===== src/rtl/creg_host_bridge_if.sv =====
// Host-side request/response channel of the control-register host bridge.
// The host drives the master modport; the bridge consumes the slave modport.
interface creg_host_bridge_if #(
    parameter int THREAD_W = 2,
    parameter int INDEX_W  = 5,
    parameter int DATA_W   = 32
);
    logic                host_req_valid;
    logic                host_req_ready;
    logic                host_req_write;
    logic [INDEX_W-1:0]  host_req_index;
    logic [THREAD_W-1:0] host_req_thread;
    logic [DATA_W-1:0]   host_req_wdata;
    logic                host_rsp_valid;
    logic                host_rsp_ready;
    logic                host_rsp_write;
    logic [DATA_W-1:0]   host_rsp_rdata;

    modport master (
        output host_req_valid, host_req_write, host_req_index, host_req_thread,
               host_req_wdata, host_rsp_ready,
        input  host_req_ready, host_rsp_valid, host_rsp_write, host_rsp_rdata
    );

    modport slave (
        input  host_req_valid, host_req_write, host_req_index, host_req_thread,
               host_req_wdata, host_rsp_ready,
        output host_req_ready, host_rsp_valid, host_rsp_write, host_rsp_rdata
    );
endinterface


===== src/rtl/creg_host_bridge.sv =====
// Merges host/debug control-register accesses with pipeline accesses onto the
// single creg port; the pipeline always wins and a starved host raises a stall.
module creg_host_bridge #(
    parameter int STARVE_LIMIT = 8,
    parameter int THREAD_W     = 2,
    parameter int INDEX_W      = 5,
    parameter int DATA_W       = 32
) (
    input  logic                clk,
    input  logic                reset,
    creg_host_bridge_if.slave   host,
    input  logic [THREAD_W-1:0] dt_thread_idx,
    input  logic                dd_creg_write_en,
    input  logic                dd_creg_read_en,
    input  logic [INDEX_W-1:0]  dd_creg_index,
    input  logic [DATA_W-1:0]   dd_creg_write_val,
    output logic [THREAD_W-1:0] hb_thread_idx,
    output logic                hb_creg_write_en,
    output logic                hb_creg_read_en,
    output logic [INDEX_W-1:0]  hb_creg_index,
    output logic [DATA_W-1:0]   hb_creg_write_val,
    input  logic [DATA_W-1:0]   cr_creg_read_val,
    output logic                hb_stall_request
);

    typedef enum logic [1:0] {
        IDLE      = 2'd0,
        PENDING   = 2'd1,
        READ_WAIT = 2'd2,
        RESPOND   = 2'd3
    } state_t;

    localparam logic [7:0] STARVE_THRESH = 8'(STARVE_LIMIT - 1);
    localparam logic [7:0] CNT_MAX       = 8'd255;

    state_t              state_r, state_s;
    logic                req_write_r, req_write_s;
    logic [INDEX_W-1:0]  req_index_r, req_index_s;
    logic [THREAD_W-1:0] req_thread_r, req_thread_s;
    logic [DATA_W-1:0]   req_wdata_r, req_wdata_s;
    logic [7:0]          starve_cnt_r, starve_cnt_s;
    logic                stall_r, stall_s;
    logic [DATA_W-1:0]   rsp_rdata_r, rsp_rdata_s;
    logic                rsp_write_r, rsp_write_s;
    logic                pipe_busy_s;

    assign pipe_busy_s         = dd_creg_write_en | dd_creg_read_en;
    assign host.host_req_ready = (state_r == IDLE);
    assign host.host_rsp_valid = (state_r == RESPOND);
    assign host.host_rsp_rdata = rsp_rdata_r;
    assign host.host_rsp_write = rsp_write_r;
    assign hb_stall_request    = stall_r;

    // State and datapath registers.
    always_ff @(posedge clk or negedge reset) begin
        if (!reset) begin
            state_r      <= IDLE;
            req_write_r  <= 1'b0;
            req_index_r  <= '0;
            req_thread_r <= '0;
            req_wdata_r  <= '0;
            starve_cnt_r <= 8'd0;
            stall_r      <= 1'b0;
            rsp_rdata_r  <= '0;
            rsp_write_r  <= 1'b0;
        end else begin
            state_r      <= state_s;
            req_write_r  <= req_write_s;
            req_index_r  <= req_index_s;
            req_thread_r <= req_thread_s;
            req_wdata_r  <= req_wdata_s;
            starve_cnt_r <= starve_cnt_s;
            stall_r      <= stall_s;
            rsp_rdata_r  <= rsp_rdata_s;
            rsp_write_r  <= rsp_write_s;
        end
    end

    // Next-state logic: latch, defer, issue, capture, respond.
    always_comb begin
        state_s      = state_r;
        req_write_s  = req_write_r;
        req_index_s  = req_index_r;
        req_thread_s = req_thread_r;
        req_wdata_s  = req_wdata_r;
        starve_cnt_s = starve_cnt_r;
        stall_s      = stall_r;
        rsp_rdata_s  = rsp_rdata_r;
        rsp_write_s  = rsp_write_r;
        case (state_r)
            IDLE: begin
                if (host.host_req_valid) begin
                    req_write_s  = host.host_req_write;
                    req_index_s  = host.host_req_index;
                    req_thread_s = host.host_req_thread;
                    req_wdata_s  = host.host_req_wdata;
                    state_s      = PENDING;
                end else begin
                    state_s = IDLE;
                end
            end
            PENDING: begin
                if (pipe_busy_s) begin
                    if (starve_cnt_r != CNT_MAX) begin
                        starve_cnt_s = starve_cnt_r + 8'd1;
                    end else begin
                        starve_cnt_s = starve_cnt_r;
                    end
                    // Once past the threshold the request stays up until issue.
                    if (starve_cnt_r >= STARVE_THRESH) begin
                        stall_s = 1'b1;
                    end else begin
                        stall_s = stall_r;
                    end
                end else begin
                    starve_cnt_s = 8'd0;
                    stall_s      = 1'b0;
                    if (req_write_r) begin
                        rsp_rdata_s = '0;
                        rsp_write_s = 1'b1;
                        state_s     = RESPOND;
                    end else begin
                        state_s = READ_WAIT;
                    end
                end
            end
            READ_WAIT: begin
                // Read data was registered at the previous edge, so a
                // concurrent pipeline access cannot disturb this capture.
                rsp_rdata_s = cr_creg_read_val;
                rsp_write_s = 1'b0;
                state_s     = RESPOND;
            end
            RESPOND: begin
                if (host.host_rsp_ready) begin
                    state_s = IDLE;
                end else begin
                    state_s = RESPOND;
                end
            end
            default: begin
                state_s = IDLE;
            end
        endcase
    end

    // Creg port mux: pipeline first, then the pending host access.
    always_comb begin
        hb_thread_idx     = dt_thread_idx;
        hb_creg_index     = dd_creg_index;
        hb_creg_write_val = dd_creg_write_val;
        hb_creg_write_en  = 1'b0;
        hb_creg_read_en   = 1'b0;
        if (pipe_busy_s) begin
            hb_creg_write_en = dd_creg_write_en;
            hb_creg_read_en  = dd_creg_read_en;
        end else if (state_r == PENDING) begin
            hb_thread_idx     = req_thread_r;
            hb_creg_index     = req_index_r;
            hb_creg_write_val = req_wdata_r;
            hb_creg_write_en  = req_write_r;
            hb_creg_read_en   = ~req_write_r;
        end else begin
            hb_creg_write_en = 1'b0;
            hb_creg_read_en  = 1'b0;
        end
    end

endmodule


===== src/flat_wrapper.sv =====
// flat-port wrapper written by rule: the top's interface ports become plain ports
module creg_host_bridge_flat 
#(
    parameter int STARVE_LIMIT = 8,
    parameter int THREAD_W     = 2,
    parameter int INDEX_W      = 5,
    parameter int DATA_W       = 32
)
  (clk, reset, dt_thread_idx, dd_creg_write_en, dd_creg_read_en, dd_creg_index, dd_creg_write_val, hb_thread_idx, hb_creg_write_en, hb_creg_read_en, hb_creg_index, hb_creg_write_val, cr_creg_read_val, hb_stall_request, host_host_req_valid, host_host_req_write, host_host_req_index, host_host_req_thread, host_host_req_wdata, host_host_rsp_ready, host_host_req_ready, host_host_rsp_valid, host_host_rsp_write, host_host_rsp_rdata);
  creg_host_bridge_if #(.THREAD_W(THREAD_W), .INDEX_W(INDEX_W), .DATA_W(DATA_W)) host_i ();
  input  logic clk;
  input  logic reset;
  input  logic [THREAD_W-1:0] dt_thread_idx;
  input  logic dd_creg_write_en;
  input  logic dd_creg_read_en;
  input  logic [INDEX_W-1:0] dd_creg_index;
  input  logic [DATA_W-1:0] dd_creg_write_val;
  output logic [THREAD_W-1:0] hb_thread_idx;
  output logic hb_creg_write_en;
  output logic hb_creg_read_en;
  output logic [INDEX_W-1:0] hb_creg_index;
  output logic [DATA_W-1:0] hb_creg_write_val;
  input  logic [DATA_W-1:0] cr_creg_read_val;
  output logic hb_stall_request;
  input wire logic [$bits(host_i.host_req_valid)-1:0] host_host_req_valid;
  input wire logic [$bits(host_i.host_req_write)-1:0] host_host_req_write;
  input wire logic [$bits(host_i.host_req_index)-1:0] host_host_req_index;
  input wire logic [$bits(host_i.host_req_thread)-1:0] host_host_req_thread;
  input wire logic [$bits(host_i.host_req_wdata)-1:0] host_host_req_wdata;
  input wire logic [$bits(host_i.host_rsp_ready)-1:0] host_host_rsp_ready;
  output wire logic [$bits(host_i.host_req_ready)-1:0] host_host_req_ready;
  output wire logic [$bits(host_i.host_rsp_valid)-1:0] host_host_rsp_valid;
  output wire logic [$bits(host_i.host_rsp_write)-1:0] host_host_rsp_write;
  output wire logic [$bits(host_i.host_rsp_rdata)-1:0] host_host_rsp_rdata;
  assign host_i.host_req_valid = host_host_req_valid;
  assign host_i.host_req_write = host_host_req_write;
  assign host_i.host_req_index = host_host_req_index;
  assign host_i.host_req_thread = host_host_req_thread;
  assign host_i.host_req_wdata = host_host_req_wdata;
  assign host_i.host_rsp_ready = host_host_rsp_ready;
  assign host_host_req_ready = host_i.host_req_ready;
  assign host_host_rsp_valid = host_i.host_rsp_valid;
  assign host_host_rsp_write = host_i.host_rsp_write;
  assign host_host_rsp_rdata = host_i.host_rsp_rdata;
  creg_host_bridge #(.STARVE_LIMIT(STARVE_LIMIT), .THREAD_W(THREAD_W), .INDEX_W(INDEX_W), .DATA_W(DATA_W)) u_core (.clk(clk), .reset(reset), .host(host_i), .dt_thread_idx(dt_thread_idx), .dd_creg_write_en(dd_creg_write_en), .dd_creg_read_en(dd_creg_read_en), .dd_creg_index(dd_creg_index), .dd_creg_write_val(dd_creg_write_val), .hb_thread_idx(hb_thread_idx), .hb_creg_write_en(hb_creg_write_en), .hb_creg_read_en(hb_creg_read_en), .hb_creg_index(hb_creg_index), .hb_creg_write_val(hb_creg_write_val), .cr_creg_read_val(cr_creg_read_val), .hb_stall_request(hb_stall_request));
endmodule

===== config.mk =====
export PLATFORM = sky130hd
export DESIGN_NAME = creg_host_bridge_flat
export DESIGN_NICKNAME = d
export VERILOG_FILES = /design/src/rtl/creg_host_bridge_if.sv /design/src/rtl/creg_host_bridge.sv /design/src/flat_wrapper.sv
export SDC_FILE = /design/constraint.sdc
export NUM_CORES = 1
export LEC_CHECK = 0
export CAP_MARGIN = 15
export CORE_MARGIN = 2
export CORE_UTILIZATION = 41
export CTS_CLUSTER_SIZE = 30
export DETAILED_ROUTE_END_ITERATION = 12
export PLACE_DENSITY = 0.82
export RECOVER_POWER = 25
export REMOVE_ABC_BUFFERS = 1
export SETUP_SLACK_MARGIN = 0.4
export SYNTH_ARGS = -nofsm -noshare
export SYNTH_HDL_FRONTEND = slang
export SYNTH_SLANG_ARGS = --single-unit

===== constraint.sdc =====
create_clock -name clk -period 1.8 [get_ports clk]
set_input_delay 0.27 -clock clk [delete_from_list [all_inputs] [get_ports clk]]
set_output_delay 0.27 -clock clk [all_outputs]
set_load 0.05 [all_outputs]

==> reports/metrics.yaml, run 1 <==
critical_path:
  crit_fanout: 13
  endpoint_kind: "primary output"
  cp_data_required_time_ps: 1530
  cp-start-kind: "register"
  path_class: "register to primary output"
  arrival_ps: 1730
clocking:
  cts_buffers: 9
  cts_buffer_depth: 2
  cts_sinks: 84
  clkLatencyLatePin_ps: 360
  tritoncts: "yes"
  h-tree-depth: 3
  cts-root-buf: "clkbuf_8"
  clkSlewWorstSetupHoldPaths_ps: 90
finish:
  nFillCells: 540
  drive_above_1_share_pct: 50.5
  layout.nets: 709
  areaGrowthSynthToFinish_pct: 94.3
  n_antenna_cell: 0
synth:
  synth_seq_cells: 84
  synth_edf_count: 0
  yosysSeqAreaShare_pct: 52.5
  yosysWarnings: 0
  synth_area_um2: 4010
  ys_types: 39
  synth_cells: 358
  syn_area_per_cell_um2: 11.2
  synthArstFlopShare_pct: 100
  yosys_most_used_dff: "dfrtp_1"
route:
  met3_wirelength_um: 876
  drt-initial-drc-count: 168
  ant_nets: 0
  routed_wl_mm: 15.2
  wire_per_inst_um: 20.8
  top_layer: "met4"
  dr.pass1.iters: 4
  dr_total_vias: 3858
  viasPerCell: 5.29
  drc: 0
  wl_met2_mm: 8.12
  wl_met1_mm: 5.71
timing:
  setup_tns_ps: -7460
  rsz0062_at_grt: "yes"
  slew_viol_final: 0
  report.final.hold_viol_count: 0
  tightest_slew_ps: 1260
  min_period_ps: 2000
  post-route-period-util_pct: 111
  setup_violations: 65
  fin_ws_ps: -201
  fmax_ghz: 0.500
  slew-limit-headroom_pct: 16.3
  final.setup_skew_ps: 15.5
die:
  io_pins: 194
  die_w_um: 103
  row_count: 36
  die_area_um2: 10600
  die_y_um: 103
  start_util_pct: 41.6
  core_region_area_um2: 9640
hold_path:
  min_path_type: "register to register"
global_routing:
  grt_usage_pct: 25.4
  grt_max_degree: 43
  grt_overflow_total: 0
  grt_pass1_wl_mm: 20.4
  grt_pass1_vias: 4042
  antenna_found_initial: 0
pwr:
  p_leak_nw: 3.72
  peakVddDrop_mv: 0.961
  p_per_area_nw_per_um2: 1630
  p_total_mw: 12.7
outcome:
  failed_checks: "setup timing"
  status: "finished, violations left"
placement:
  place_congestion: 0.832
  hpwl_mm: 8.29
  numPortBuffers: 193
flow_run:
  cap_violations: 0
-- stage by stage --
stage	utilization, %	std cells	hold slack [ps]	setup slack, ps	cell area (um^2)
floorplan	-	335	-25.6	-676	3810
global placement	67.3	675	172	-213	6480
detailed placement	67.3	675	180	-243	6480
CTS	76.7	720	331	-170	7390
global route	80.8	729	504	-243	7790
finish	80.8	729	504	-201	7790
-- kinds of logic after synthesis --
group / count (synthesis) / share of synthesized area [%]
AO/OA/AOI/OAI: 54 / 10.6
adder cells (fa/ha/maj): 1 / 0.312
buffers and inverters: 24 / 5.09
flip-flops: 84 / 52.5
multiplexers: 40 / 15.0
AND/OR/NAND/NOR: 155 / 16.5
-- sequential cells by signal, indices dropped and copies added (netlist names) --
| signal | cells |
|---|---|
| u_core.req_write_r | 1 |
| u_core.state_r | 2 |
| u_core.host.host_rsp_write | 1 |
| u_core.req_wdata_r | 32 |
| u_core.req_thread_r | 2 |
| u_core.hb_stall_request | 1 |
| u_core.host.host_rsp_rdata | 32 |
| u_core.starve_cnt_r | 8 |
| u_core.req_index_r | 5 |
-- repair_timing --
action,4_1_cts,5_1_grt
hold endpoints to repair,19,0
gates resized for setup,183,157
endpoints found under the setup margin,149,152
hold buffers,1,0
setup buffers,21,5
cloned,7,4
pin swaps,5,47
-- synth_stat cells, types with 2 or more instances --
cell type	count	area [um^2]
or2_1	2	12.5
dfrtp_1	84	2100
buf_6	4	45.0
buf_2	12	60.1
nand4_1	2	12.5
nor2b_1	3	18.8
nand3_1	4	20.0
nor2_1	6	22.5
buf_12	4	80.1
a31oi_1	3	18.8
buf_1	2	7.51
a21oi_1	6	30.0
nand2_1	125	469
nand2b_1	2	12.5
a22o_1	32	280
o21ai_0	5	25.0
mux2_4	40	601
-- placed cells by master, fill, tap and decap left out, types with 6 or more instances in the layout --
cell             instances
clkbuf_8                10
nand2_1                 33
buf_6                   11
buf_2                   24
dfrtp_1                 81
buf_4                   19
nand2_2                 47
a22o_1                  32
clkdlybuf4s50_1        113
nand2_4                 46
mux2_4                  40
buf_12                  52
a21oi_1                  6
-- power by group --
part,internal [mW],switching [mW]
clock,0.835,0.744
sequential,2.76,0.855
combinational,3.60,3.92
total,7.19,5.52
-- critical path, cell delays in order (launching register included) --
cell and delay [ps]:
dfrtp_1 430, buf_6 140, nor2b_4 140, nand2_4 120
buf_16 200, nand2_1 130, nand2_4 70, buf_12 150
-- final cells by class --
cell class	count	area, um^2	area share (%)
Sequential cell	84	2110	27.0
Multi-Input combinational cell	251	2290	29.4
Tap cell	133	166	2.14
Clock inverter	6	95.1	1.22
Timing Repair Buffer	244	2990	38.4
Inverter	1	3.75	0.0482
Clock buffer	10	138	1.77
-- worst paths after layout --
| kind | from | to | slack (ps) | cells past startpoint |
|---|---|---|---|---|
| min in group asynchronous | reset | u_core.req_wdata_r[30] | 730 | 2 |
| worst min-delay path | u_core.host.host_rsp_rdata[2] | u_core.host.host_rsp_rdata[2] | 500 | 1 |
| worst max register to register | u_core.state_r[1] | u_core.req_wdata_r[6] | -90 | 9 |
| max in group asynchronous | reset | u_core.starve_cnt_r[1] | 50 | 3 |
| worst max-delay path | u_core.state_r[1] | hb_creg_write_val[4] | -200 | 7 |
| worst min register to register | u_core.host.host_rsp_rdata[2] | u_core.host.host_rsp_rdata[2] | 500 | 1 |
-- metal layers --
| metal | vias to the layer above | track usage (%) |
|---|---|---|
| li1 | 1697 | - |
| met1 | 1930 | 30.9 |
| met2 | 185 | 43.5 |
| met3 | 46 | 6.24 |
| met4 | 0 | 10.1 |
| met5 | - | 0 |
(Power assumes the default switching activity.)
==> inputs of run 2 (changes only) <==
Settings changed: PLACE_DENSITY 0.82 to 0.81.
==> run 2 against run 1 <==
The run still ends with setup timing left; routed wire length is 0.60% higher; clock power is 9% lower; count of clock-buffer cells in the layout stayed put; critical path depth stayed put; final cell count is 1.5% higher; largest power group unchanged; highest routed layer unchanged; largest cell class unchanged; hold slack worse by 5.6 ps; register-to-register slack better by 40 ps.
==> reports/metrics.yaml, run 2 (synthesis results as in run 1) <==
hold_path:
  min_path_type: "register to register"
  holdPathStages: 1  # unchanged
  min_to: "u_core.host.host_rsp_rdata[8]"
  min_from: "u_core.host.host_rsp_rdata[8]"
timing:
  fin_ws_ps: -159  # +42.1 ps
  report.final.hold_viol_count: 0  # unchanged
  rsz0062_at_grt: "yes"
  final.setup_skew_ps: 14.2  # -1.26 ps
  setup_tns_ps: -5720  # +1730 ps
  fmax_ghz: 0.510  # +2.1%
  slew_viol_final: 0  # unchanged
  min_period_ps: 1960  # -42.1 ps
  slew-limit-headroom_pct: 30.2  # +14 points
  setup_violations: 64  # -1.5%
  post-route-period-util_pct: 109  # -2.3 points
  tightest_slew_ps: 1050  # -208 ps
die:
  die_y_um: 103  # unchanged
  start_util_pct: 41.6  # unchanged
  row_count: 36  # unchanged
  die_area_um2: 10600  # unchanged
  die_w_um: 103  # unchanged
  core_region_area_um2: 9640  # unchanged
  io_pins: 194  # unchanged
finish:
  final_util_pct: 79.5  # -1.3 points
  nFillCells: 570  # +5.6%
  drive_above_1_share_pct: 48.6  # -1.9 points
  layout.nets: 720  # +1.6%
  areaGrowthSynthToFinish_pct: 91.1
  final_cell_area_um2: 7660  # -1.6%
  n_antenna_cell: 0  # unchanged
  layout_commonest_cell: "clkdlybuf4s50_1"
  layout_common_cells: "clkdlybuf4s50_1 (113), dfrtp_1 (81), nand2_2 (60), buf_12 (56), nand2_1 (49)"
route:
  viasPerCell: 5.24  # -0.95%
  routed_wl_mm: 15.2  # +0.60%
  drt-initial-drc-count: 195  # +16%
  dr.pass1.iters: 5  # +1
  dr_total_vias: 3879  # +0.54%
  drc: 0  # unchanged
  ant_nets: 0  # unchanged
  wire_per_inst_um: 20.6  # -0.89%
critical_path:
  path_cells: "nand2b_4, nor2_8, buf_12, buf_16, nand2_4, nand2_2, buf_12"
  critPathTopFamily: "simple AND/OR/NAND/NOR gates"
  path_buf_inv: 3  # unchanged
  endpoint_kind: "primary output"
  cp_data_required_time_ps: 1530  # about the same
  path_class: "register to primary output"
  crit_fanout: 7  # -6
  cp.depth: 7  # unchanged
  cp-start-kind: "register"
  reg2reg_slack_ps: -50  # +40 ps
  slowest_stage: "dfrtp_1"
  rr_worst_depth: 7  # -2
  critPathMaxStageDelay_ps: 400  # -30 ps
  cpMostUsedCell: "buf_12"
  arrival_ps: 1690  # -40 ps
  r2r-start: "u_core.state_r[0]"
  r2r_end: "u_core.host.host_rsp_rdata[5]"
placement:
  postPlaceCellArea_um2: 6520  # +0.54%
  numPortBuffers: 193  # unchanged
  place_congestion: 0.883  # +6.1%
  post-place-ws_ps: -292  # -49.7 ps
  hpwl_mm: 8.46  # +2.0%
clocking:
  cts_sinks: 84  # unchanged
  clkSlewWorstSetupHoldPaths_ps: 90  # about the same
  tritoncts: "yes"
  h-tree-depth: 3  # unchanged
  cts-root-buf: "clkbuf_8"
  cts_buffers: 9  # unchanged
  cts_buffer_depth: 2  # unchanged
  clkLatencyLatePin_ps: 360  # about the same
outcome:
  failed_checks: "setup timing"
  status: "finished, violations left"
pwr:
  p_leak_nw: 3.60  # -3.1%
  p_per_area_nw_per_um2: 1640  # +0.72%
  peakVddDrop_mv: 1.13  # +18%
  p_total_mw: 12.6  # -0.91%
global_routing:
  grt_pass1_wl_mm: 20.4  # +0.27%
  antenna_found_initial: 0  # unchanged
  grt_overflow_total: 0  # unchanged
  grt_pass1_vias: 3931  # -2.7%
  grt_usage_pct: 25.5  # +0.086 points
  grt_max_degree: 45  # +4.7%
flow_run:
  cap_violations: 0  # unchanged
-- run 2: how the worst max path moves through the flow --
stage,startpoint,to
after floorplan,u_core.state_r[0],hb_creg_read_en
final,u_core.state_r[1],hb_creg_index[4]
after detailed placement,dd_creg_write_en,u_core.host.host_rsp_rdata[17]
after global routing,u_core.state_r[1],hb_creg_write_val[23]
after global placement,dd_creg_write_en,u_core.host.host_rsp_rdata[22]
after CTS,u_core.state_r[1],hb_creg_write_val[3]
-- run 2: where the power goes --
| part | leakage (nW) | internal, mW | switching [mW] |
|---|---|---|---|
| Combinational | 2.48 | 3.69 | 3.94 |
| Clock | 0.0955 | 0.689 | 0.741 |
| Sequential | 1.03 | 2.76 | 0.777 |
-- run 2: area by class of cell --
type / count / area, um^2 / share of cell area [%]
Timing Repair Buffer: 255 / 3080 / 40.2
Sequential cell: 84 / 2110 / 27.5
Multi-Input combinational cell: 251 / 2090 / 27.3
Tap cell: 133 / 166 / 2.17
Clock buffer: 10 / 138 / 1.80
Clock inverter: 6 / 70.1 / 0.915
Inverter: 1 / 3.75 / 0.0490
-- run 2: stage by stage --
| step | hold WS [ps] | instances |
|---|---|---|
| 2_1_floorplan | -25.6 | 335 |
| 3_3_place_gp | 287 | 677 |
| 3_5_place_dp | 291 | 677 |
| 4_1_cts | 457 | 720 |
| 5_1_grt | 496 | 740 |
| 6_report | 498 | 740 |
-- run 2: what timing repair did --
item,CTS,global route
hold buffers,1,0
gates cloned,4,6
setup buffers,22,14
hold endpoints to repair,40,0
endpoints found under the setup margin,145,149
pin swaps,8,28
gates resized for setup,163,132
-- run 2: worst register-to-register path, delay by kind of cell (launching register included) --
family	cells	cell delay (ps)
AO/OA/AOI/OAI	2	280
buffers and inverters	4	740
flip-flops	1	450
AND/OR/NAND/NOR	1	280
-- run 2: layer usage --
layer  GRT usage, %  routed length [um]
met5              0                   0
met4           8.50                 386
met2           45.6                8390
met1           30.6                5630
met3           5.36                 836
==> inputs of run 3 (changes only) <==
Settings changed: CAP_MARGIN 15 to default, GPL_TIMING_DRIVEN from default to 0.
==> run 3 against run 2 <==
The run still ends with setup timing left; first-iteration DRC count grew 10%; maximum frequency grew 0.40%; sequential cell count is the same; register-to-register slack gained 80 ps; largest cell class unchanged.
==> reports/metrics.yaml, run 3 (synthesis results as in run 1) <==
die:
  start_util_pct: 41.6  # unchanged
  core_region_area_um2: 9640  # unchanged
  die_y_um: 103  # unchanged
  die_area_um2: 10600  # unchanged
  io_pins: 194  # unchanged
  die_w_um: 103  # unchanged
  row_count: 36  # unchanged
clocking:
  h-tree-depth: 3  # unchanged
  cts_sinks: 84  # unchanged
  clkLatencyLatePin_ps: 350  # about the same
  cts-root-buf: "clkbuf_8"
  tritoncts: "yes"
  cts_buffers: 9  # unchanged
  cts_buffer_depth: 2  # unchanged
  clkSlewWorstSetupHoldPaths_ps: 90  # about the same
finish:
  layout_common_cells: "clkdlybuf4s50_1 (113), dfrtp_1 (81), nand2_1 (73), mux2_4 (40), nand2_2 (36)"
  layout_commonest_cell: "clkdlybuf4s50_1"
  drive_above_1_share_pct: 41.2  # -7.4 points
  n_antenna_cell: 0  # unchanged
  layout.nets: 693  # -3.8%
  areaGrowthSynthToFinish_pct: 71.9
  stdcell_count: 713  # -3.6%
  final_util_pct: 71.5  # -8.0 points
timing:
  fin_ws_ps: -151  # +7.73 ps
  slew-limit-headroom_pct: 60.6  # +30 points
  slew_viol_final: 0  # unchanged
  fmax_ghz: 0.512  # +0.40%
  final.setup_skew_ps: 9.94  # -4.26 ps
  tightest_slew_ps: 591  # -456 ps
  rsz0062_at_grt: "yes"
  min_period_ps: 1950  # -7.73 ps
  setup_violations: 41  # -36%
  post-route-period-util_pct: 108  # -0.43 points
  report.final.hold_viol_count: 0  # unchanged
placement:
  hpwl_mm: 7.60  # -10%
  place_congestion: 0.783  # -11%
  dp_cells: 663  # -2.1%
  numPortBuffers: 193  # unchanged
route:
  top_layer: "met4"
  dr.pass1.iters: 6  # +1
  viasPerCell: 5.27  # +0.47%
  dr_total_vias: 3755  # -3.2%
  met3_wirelength_um: 737  # -12%
  drt-initial-drc-count: 215  # +10%
  ant_nets: 0  # unchanged
  drc: 0  # unchanged
  wl_met2_mm: 7.35  # -12%
  wl_met1_mm: 5.35  # -4.9%
  wire_per_inst_um: 19.4  # -5.9%
  routed_wl_mm: 13.8  # -9.3%
pwr:
  p_leak_nw: 3.28  # -9.1%
  peakVddDrop_mv: 0.921  # -19%
  p_total_mw: 11.7  # -6.8%
  p_per_area_nw_per_um2: 1700  # +3.7%
global_routing:
  antenna_found_initial: 0  # unchanged
  grt_pass1_wl_mm: 20.0  # -2.0%
  grt_usage_pct: 25.3  # -0.21 points
  grt_max_degree: 64  # +42%
  grt_overflow_total: 0  # unchanged
  grt_pass1_vias: 3865  # -1.7%
critical_path:
  arrival_ps: 1680  # about the same
  r2r-start: "u_core.state_r[1]"
  path_class: "register to primary output"
  critPathLaunch: "u_core.state_r[1]"
  reg2reg_slack_ps: 30  # +80 ps
  crit_fanout: 8  # +1
  endpoint_kind: "primary output"
  cp-start-kind: "register"
  cp_data_required_time_ps: 1530  # about the same
hold_path:
  min_path_type: "input pin to async pin"
outcome:
  failed_checks: "setup timing"
  status: "finished, violations left"
flow_run:
  cap_violations: 0  # unchanged
## run 3: metrics by stage
stage          setup WS, ps  hold WS (ps)  area [um^2]  TNS (ps)
6_report               -151           454         6890     -5160
5_1_grt                -222           478         6890     -8100
4_1_cts                -116           342         6700     -4170
3_5_place_dp          -1440           184         5950    -74490
3_3_place_gp          -2460           483         5910   -302650
2_1_floorplan          -676         -25.6         3810    -37720
## run 3: final timing paths
path / depth (start not counted) / end
min in group clk: 1 / u_core.host.host_rsp_rdata[9]
worst max register to register: 7 / u_core.host.host_rsp_rdata[3]
worst min register to register: 1 / u_core.host.host_rsp_rdata[9]
worst min-delay path: 2 / u_core.host.host_rsp_rdata[0]
max in group asynchronous: 3 / u_core.req_wdata_r[9]
worst max-delay path: 5 / hb_creg_write_en
## run 3: layer usage
layer | track usage [%] | vias to the layer above
met5 | 0 | -
li1 | - | 1666
met1 | 31.8 | 1884
met4 | 9.41 | 0
met3 | 4.81 | 43
met2 | 43.4 | 162
## run 3: critical path, stage by stage (launching register included)
cell,delay (ps)
dfrtp_2,460
nand2b_4,260
nor2_4,250
nand2_2,90
nand2b_1,110
buf_6,160
## run 3: final cells by class
cell class	instances	area [um^2]
fill	707	2750
timing repair buffer	218	2220
multi-input combinational	261	2140
sequential	84	2110
tap	133	166
clock buffer	11	141
clock inverter	5	108
inverter	1	3.75
## run 3: timing repair
action / CTS / global route
pin swaps: 16 / 30
resized for setup: 441 / 154
cloned: 10 / 1
setup buffers: 18 / 4
endpoints found under the setup margin: 160 / 153
hold endpoints to repair: 21 / 0
hold buffers: 1 / 0
## run 3: report_power, final
| group | total [mW] | internal [mW] | leakage (nW) | switching, mW |
|---|---|---|---|---|
| clock | 1.67 | 0.969 | 0.124 | 0.704 |
| sequential | 3.50 | 2.76 | 1.03 | 0.743 |
| combinational | 6.56 | 2.81 | 2.12 | 3.75 |
